## config.mk

```make
export PLATFORM = sky130hd
export DESIGN_NAME = fetch_unit
export DESIGN_NICKNAME = d
export VERILOG_FILES = /design/src/rtl/fetch_unit.sv
export SDC_FILE = /design/constraint.sdc
export NUM_CORES = 1
export LEC_CHECK = 0
export CORE_ASPECT_RATIO = 1.4
export CORE_MARGIN = 2
export CORE_UTILIZATION = 45
export DETAILED_ROUTE_END_ITERATION = 10
export PLACE_DENSITY = 0.66
export SLEW_MARGIN = 40
export SYNTH_ARGS = -nofsm -noshare
export SYNTH_HDL_FRONTEND = slang
export SYNTH_SLANG_ARGS = --single-unit
```

## constraint.sdc

```tcl
create_clock -name clk -period 11.3 [get_ports clk]
set_input_delay 1.13 -clock clk [delete_from_list [all_inputs] [get_ports clk]]
set_output_delay 1.13 -clock clk [all_outputs]
set_load 0.1 [all_outputs]
```

## src/rtl/fetch_unit.sv

```systemverilog
// Instruction fetch stage: sequential req/ack fetch into a small PC-tagged FIFO, flushed on redirect.
// Optional FETCH_BACK2BACK_EN keeps the request line busy across acks for one word per cycle.
module fetch_unit #(
    parameter int                  DEPTH    = 4,
    parameter int                  ADDR_LEN = 32,
    parameter int                  DATA_LEN = 32,
    parameter logic [ADDR_LEN-1:0] RESET_PC = '0
) (
    input  logic                clk,
    input  logic                rst,
    output logic                imem_req,
    output logic [ADDR_LEN-1:0] imem_addr,
    input  logic                imem_ack,
    input  logic [DATA_LEN-1:0] imem_rdata,
    input  logic                redirect,
    input  logic [ADDR_LEN-1:0] redirect_pc,
    output logic                inst_valid,
    input  logic                inst_ready,
    output logic [DATA_LEN-1:0] inst,
    output logic [ADDR_LEN-1:0] inst_pc
);
    localparam int PW = $clog2(DEPTH);
    localparam int CW = PW + 1;
    localparam logic [CW-1:0] FULL = CW'(DEPTH);

    typedef enum logic [1:0] {IDLE, REQ, DRAIN} state_t;

    state_t              state, state_next;
    logic [ADDR_LEN-1:0] fetch_pc, req_addr;
    logic [DATA_LEN-1:0] data_mem [DEPTH];
    logic [ADDR_LEN-1:0] pc_mem   [DEPTH];
    logic [PW-1:0]       rd_ptr, wr_ptr;
    logic [CW-1:0]       count, count_next;
    logic                issue, push, pop, chain;

    assign issue = (state == IDLE) && (count < FULL) && !redirect;
    assign push  = (state == REQ) && imem_ack && !redirect;
    assign pop   = (count != '0) && inst_ready;

    always_comb begin
        count_next = count;
        if (push && !pop) begin
            count_next = count + CW'(1);
        end else if (pop && !push) begin
            count_next = count - CW'(1);
        end
    end

`ifdef FETCH_BACK2BACK_EN
    // Chain straight into the next word whenever the FIFO still has room after this cycle.
    assign chain = push && (count_next < FULL);
`else
    assign chain = 1'b0;
`endif

    always_ff @(posedge clk or posedge rst) begin
        if (rst) begin
            state <= IDLE;
        end else begin
            state <= state_next;
        end
    end

    always_comb begin
        state_next = state;
        unique case (state)
            IDLE: begin
                if (issue) begin
                    state_next = REQ;
                end
            end
            REQ: begin
                if (imem_ack) begin
                    state_next = chain ? REQ : IDLE;
                end else if (redirect) begin
                    state_next = DRAIN;
                end
            end
            DRAIN: begin
                if (imem_ack) begin
                    state_next = IDLE;
                end
            end
            default: state_next = IDLE;
        endcase
    end

    always_comb begin
        imem_req  = (state != IDLE);
        imem_addr = req_addr;
    end

    // req_addr only changes when a new transaction starts, so the address stays put through DRAIN.
    always_ff @(posedge clk or posedge rst) begin
        if (rst) begin
            fetch_pc <= RESET_PC;
            req_addr <= RESET_PC;
        end else begin
            if (redirect) begin
                fetch_pc <= redirect_pc;
            end else if (push) begin
                fetch_pc <= fetch_pc + ADDR_LEN'(4);
            end
            if (issue) begin
                req_addr <= fetch_pc;
            end else if (chain) begin
                req_addr <= fetch_pc + ADDR_LEN'(4);
            end
        end
    end

    always_ff @(posedge clk or posedge rst) begin
        if (rst) begin
            rd_ptr <= '0;
            wr_ptr <= '0;
            count  <= '0;
            for (int i = 0; i < DEPTH; i++) begin
                data_mem[i] <= '0;
                pc_mem[i]   <= '0;
            end
        end else if (redirect) begin
            rd_ptr <= '0;
            wr_ptr <= '0;
            count  <= '0;
        end else begin
            if (push) begin
                data_mem[wr_ptr] <= imem_rdata;
                pc_mem[wr_ptr]   <= req_addr;
                wr_ptr           <= wr_ptr + PW'(1);
            end
            if (pop) begin
                rd_ptr <= rd_ptr + PW'(1);
            end
            count <= count_next;
        end
    end

    assign inst_valid = (count != '0);
    assign inst       = data_mem[rd_ptr];
    assign inst_pc    = pc_mem[rd_ptr];

endmodule

```

# Yosys cells after proc, flatten, opt, wreduce, memory -nomap -nowiden
# Index checks and enable logic that the tools add are counted.
dict set report op_classes {
  addsub 5
  multipliers 0
  n_div 0
  magnitude_cmp 4
  eq_ne 5
  n_shift 0
  n_mux 24
  bitwise 3
  n_reduce_logical 19
}
# cell n
set ops {}
lappend ops {{bitwise mux 128 bit} 2}
lappend ops {{two-way mux 32 bit} 7}
lappend ops {{binary-select mux 32 bit (select 2 bit)} 2}
lappend ops {{demux 32 bit (select 2 bit)} 1}
lappend ops {{adder 32 x 3 -> 32 bit (second input constant)} 1}
lappend ops {{two-way mux 2 bit} 8}
lappend ops {{two-way mux 3 bit} 3}
lappend ops {{logical AND 1 bit} 8}
lappend ops {{greater-or-equal comparator 3 bit (second input constant)} 2}
lappend ops {{NOT 2 -> 3 bit} 2}
lappend ops {{case mux 2 bit (3 select lines)} 1}
lappend ops {{nonzero test 2 bit} 3}
lappend ops {{nonzero test 3 bit} 2}
lappend ops {{adder 2 x 1 -> 2 bit (second input constant)} 2}
lappend ops {{!= test 2 bit (second input constant)} 2}
lappend ops {{adder 3 x 1 -> 3 bit (second input constant)} 1}
lappend ops {{logical NOT 1 bit} 3}
lappend ops {{less-than comparator 3 x 1 -> 1 bit (second input constant)} 1}
lappend ops {{less-than comparator 3 bit (second input constant)} 1}
lappend ops {{!= test 3 bit (second input constant)} 1}
lappend ops {{AND reduction 3 bit} 1}
lappend ops {{subtractor 3 x 1 -> 3 bit (second input constant)} 1}
lappend ops {{== test 2 x 1 -> 1 bit (second input constant)} 1}
lappend ops {{== test 2 bit (second input constant)} 1}
lappend ops {{other kinds (3)} 3}
dict set report totals {
  register_bits 329
  latchBits 0
  ram_bits 0
  rom_bits 0
  in_bits 69
  output_inout_bits 98
  elab_cells 74
  mem_count 0
}

# Depth between registers and ports, before layout
dict set report depth {
  word_depth 8
  ltp_mapped 8
  mapped_depth_nobuf 7
}

# Worst setup path after synthesis
# Ideal clock, no wire load.
dict set report synth_path {
  path_type {register -> output}
  start {register rd_ptr[0]}
  end {output inst[14]}
  arrival_time_ns 1.929
  setup_slack_ns 8.241
  path_stages_with_launch 4
  cell_sequence {dfrtp_1 -> buf_1 -> buf_2 -> mux4_2}
}
dict set report synth_between {
  elab_chain_len 4
}
# element line
set synth_lines {}
lappend synth_lines {{start: declaration} 32} ;# logic [PW-1:0] rd_ptr, wr_ptr;
lappend synth_lines {{start signal: assignment} 132} ;# rd_ptr <= rd_ptr + PW'(1);
lappend synth_lines {{NOT 2 -> 3 bit (implied by the code)} 139} ;# assign inst = data_mem[rd_ptr];
lappend synth_lines {{binary-select mux 32 bit (select 2 bit)} 139}
lappend synth_lines {{two-way mux 32 bit (implied by the code) (2 in a row)} 139}
lappend synth_lines {{end: declaration} 19} ;# output logic [DATA_LEN-1:0] inst,
# Every way passes these cells. The select of a mux whose other input is x is not followed.

# Worst setup path in the final report
dict set report layout_path {
  start {register rd_ptr[0]}
  end {output inst_pc[6]}
}
dict set report layout_between {
  elab_chain_len 4
}
# element line
set layout_lines {}
lappend layout_lines {{NOT 2 -> 3 bit (implied by the code)} 140} ;# assign inst_pc = pc_mem[rd_ptr];
lappend layout_lines {{binary-select mux 32 bit (select 2 bit)} 140}
lappend layout_lines {{two-way mux 32 bit (implied by the code) (2 in a row)} 140}
lappend layout_lines {{end: declaration} 20} ;# output logic [ADDR_LEN-1:0] inst_pc
# Every way passes these cells. The select of a mux whose other input is x is not followed.

==> metrics.md <==
| Metric | Value |
|---|---|
| Syn nets | 1,020 |
| Final #Nets | ~1,200 |
| Die area | roughly 0.034 mm2 |
| Clock Latency Late Sink | 0.52 ns |
| R2r startpoint | state[0] |
| Largest stage delay on the critical path | about 0.68 ns |
| RSZ-0062 raised after global routing | no |
| Initial antenna violation count | 0 |
| Post-Syn Area | 0.0145 mm2 |
| Worst min-delay path endpoint | data_mem[52] |
| First-pass DRT Iterations | 4 |
| Area grow syn2layout | 19.0% |
| CTS buffer count | 35 |
| Cts hold-fix bufs | 0 |
| Share of layout cells above drive strength 1 | 0.474 |
| Clock buffer depth | 3 |
| Count of cell types in the netlist | 45 |
| Clk sink count | 329 |
| CP startpoint kind | flip-flop |
| Core area | 0.0316 mm2 |
| Crit end category | primary output |
| Global Route Usage Sum | 0.195 |
| Share of the clock period used by the worst path after layout | 0.347 |
| Top FF cell, synth | dfrtp_1 |
| Worst Hold Depth | 1 |
| Postcts setup bufs | 0 |
| Yosys reg bits | 329 |
| Total number of vias | 8,558 |
| Cell Count Post-Placement | around 1,500 |
| Fin cells | 1,518 |
| Mapped Avg Cell Area | 15.3 um2 |
| Hold_sp | data_mem[52] |
| Initial Utilization | 0.458 |
| Final setup fails | 0 |
| Worst slew margin | 0.480 |
| Slew Limit Fails | 0 |
| Die height | about 220 um |
| Clock tree root driver cell | clkbuf_16 |
| Hold crit path type | flip-flop to flip-flop |
| Ys Warns | 0 |
| Top-area cell type share of the netlist area | 0.569 |
| Worst path cell trace | buf_6, mux4_2, buf_2 |
| Required time of the worst setup path | 10.17 ns |
| Row cnt | 77 |
| Register area share after synthesis | 0.569 |
| Top cell type by total area after synthesis | dfrtp_1 |
| Reg2reg path depth | 4 |
| Count of input and output buffers | 166 |
| First-pass GRT wire length | 51,200 um |
| DRC viols | 0 |
| Number of synthesized flops with an enable pin | 0 |
| Antenna diodes | 0 |
| HPWL after DPL | 19,900 um |
| Final Skew | 0.0186 ns |
| PostCTS Resize Cnt | 0 |
| Clock period minus worst slack | 3.92 ns |
| Largest net degree at the start of global routing | 114 |
| FMAX | 0.255 GHz |
| R2r setup slk | around 8.8 ns |
| CTS tree | done |
| Total gr overflow | 0 |
| CP max FO | between 40 and 50 |
| Largest cells by area after synthesis | dfrtp_1 57%, mux2_2 23%, mux4_2 10%, clkbuf_1 1.1%, nand2_1 0.91% |
| Number of global-route vias before repair | 9,205 |
| Gpl congestion | about 0.75 |
| First DRT Iteration DRCs | 356 |
| Worst Tran Pin Value | 0.777 ns |
| Slowest stage cell on the critical path | dfrtp_4 |
| Outcome | finished, final reports clean |
| Clk pin slew, worst setup/hold paths | 0.06 ns |
| Total wire length | 31,700 um |
| Htree depth | 2 |
| Max-cap viol count | 0 |
| DRT antenna net count | 0 |
| Commonest cells post-synth | 329 x dfrtp_1, 291 x mux2_2, 64 x mux4_2 |
| CP Data Arrival Time | 2.79 ns |
| Vias/cell | 5.64 |
| Total I/O pin count | 167 |
| RR Endpoint | data_mem[57] |
| Mapped Cells | 945 |
| Fin. Hold Viols | 0 |
| Die Wd | 156 um |
| Post-synth ARST share | 1.00 |
| Post-Route Setup TNS | 0 ns |
| Setup Crit Path Kind | flip-flop to primary output |
| Wirelength per Cell | 20.9 um |
| Most frequent cell after synthesis | dfrtp_1 |
cell families after synthesis:
group | count (synthesis) | share of synthesized area
and+or+nand+nor | 120 | 0.0463
adders and majority gates | 6 | 0.00571
xor gates and xnor gates | 17 | 0.0103
muxes | 356 | 0.327
AOI/OAI and AO/OA | 52 | 0.0229
buffers and inverters | 65 | 0.0187
DFF | 329 | 0.569
metrics by stage:
stage	hold slack [ns]	util	setup slack, ns	cell area, um2
after global placement	0.482	0.522	6.92	16500
final	0.498	0.545	7.38	17200
after floorplan	0.474	-	1.06	14500
after CTS	0.502	0.545	7.28	17200
after global routing	0.510	0.545	7.18	17200
after detailed placement	0.488	0.509	7.54	16100
worst max-delay path by stage:
stage               slack [ns]      endpoint      start
floorplan                 1.06      count[0]        rst
global placement          6.92   inst_pc[28]  rd_ptr[0]
detailed placement        7.54  data_mem[94]   imem_ack
CTS                       7.28       inst[1]  rd_ptr[0]
global route              7.18       inst[1]  rd_ptr[0]
finish                    7.38    inst_pc[6]  rd_ptr[0]
worst max-delay path, delay by kind of cell (launching register included):
kind	cells	cell delay [ns]
buffers and inverters	2	0.92
flip-flops	1	0.68
multiplexers	1	0.60
per-layer routing:
layer  vias to the layer above  wire length, um  GRT usage  share of wire
met3                        34             1290     0.0390          0.041
met5                         -                0          0              0
met4                         0              521     0.0511          0.016
met1                      4520            13000      0.236           0.41
li1                       3851                -          -              -
met2                       153            16900      0.354           0.53
sequential cells by signal (all words and copies together), names as in the netlist:
signal     cells
imem_addr     32
fetch_pc      32
count          3
rd_ptr         2
data_mem     128
pc_mem       128
state          2
wr_ptr         2
layout make-up:
type                       instances  area (um2)
fill                            2663       14400
sequential                       329        8240
multi-input combinational        551        6040
timing repair buffer             173        1250
clock buffer                      48        1050
tap                              395         494
clock inverter                    12        92.6
inverter                          10        50.0
layout by cell type, fill, tap and decap left out, drive strengths merged, types with 5 or more instances in the layout:
| cell type | Yosys | layout |
|---|---|---|
| nor3 | 9 | 9 |
| ha | 5 | 5 |
| nand2 | 35 | 35 |
| or4 | 12 | 12 |
| mux4 | 64 | 64 |
| a31oi | 15 | 15 |
| nor2 | 22 | 22 |
| inv | 10 | 9 |
| o21ai | 16 | 16 |
| clkdlybuf4s50 | 0 | 68 |
| nand4 | 8 | 8 |
| buf | 13 | 105 |
| nand3 | 9 | 9 |
| clkinv | 0 | 9 |
| o31ai | 11 | 11 |
| nor4 | 5 | 5 |
| mux2 | 291 | 291 |
| dfrtp | 329 | 329 |
| clkbuf | 42 | 48 |
| xnor2 | 13 | 13 |
Power is left out: the tool's default activity adds up to more than one toggle a clock period on the data nets, which glitch-free logic cannot reach.
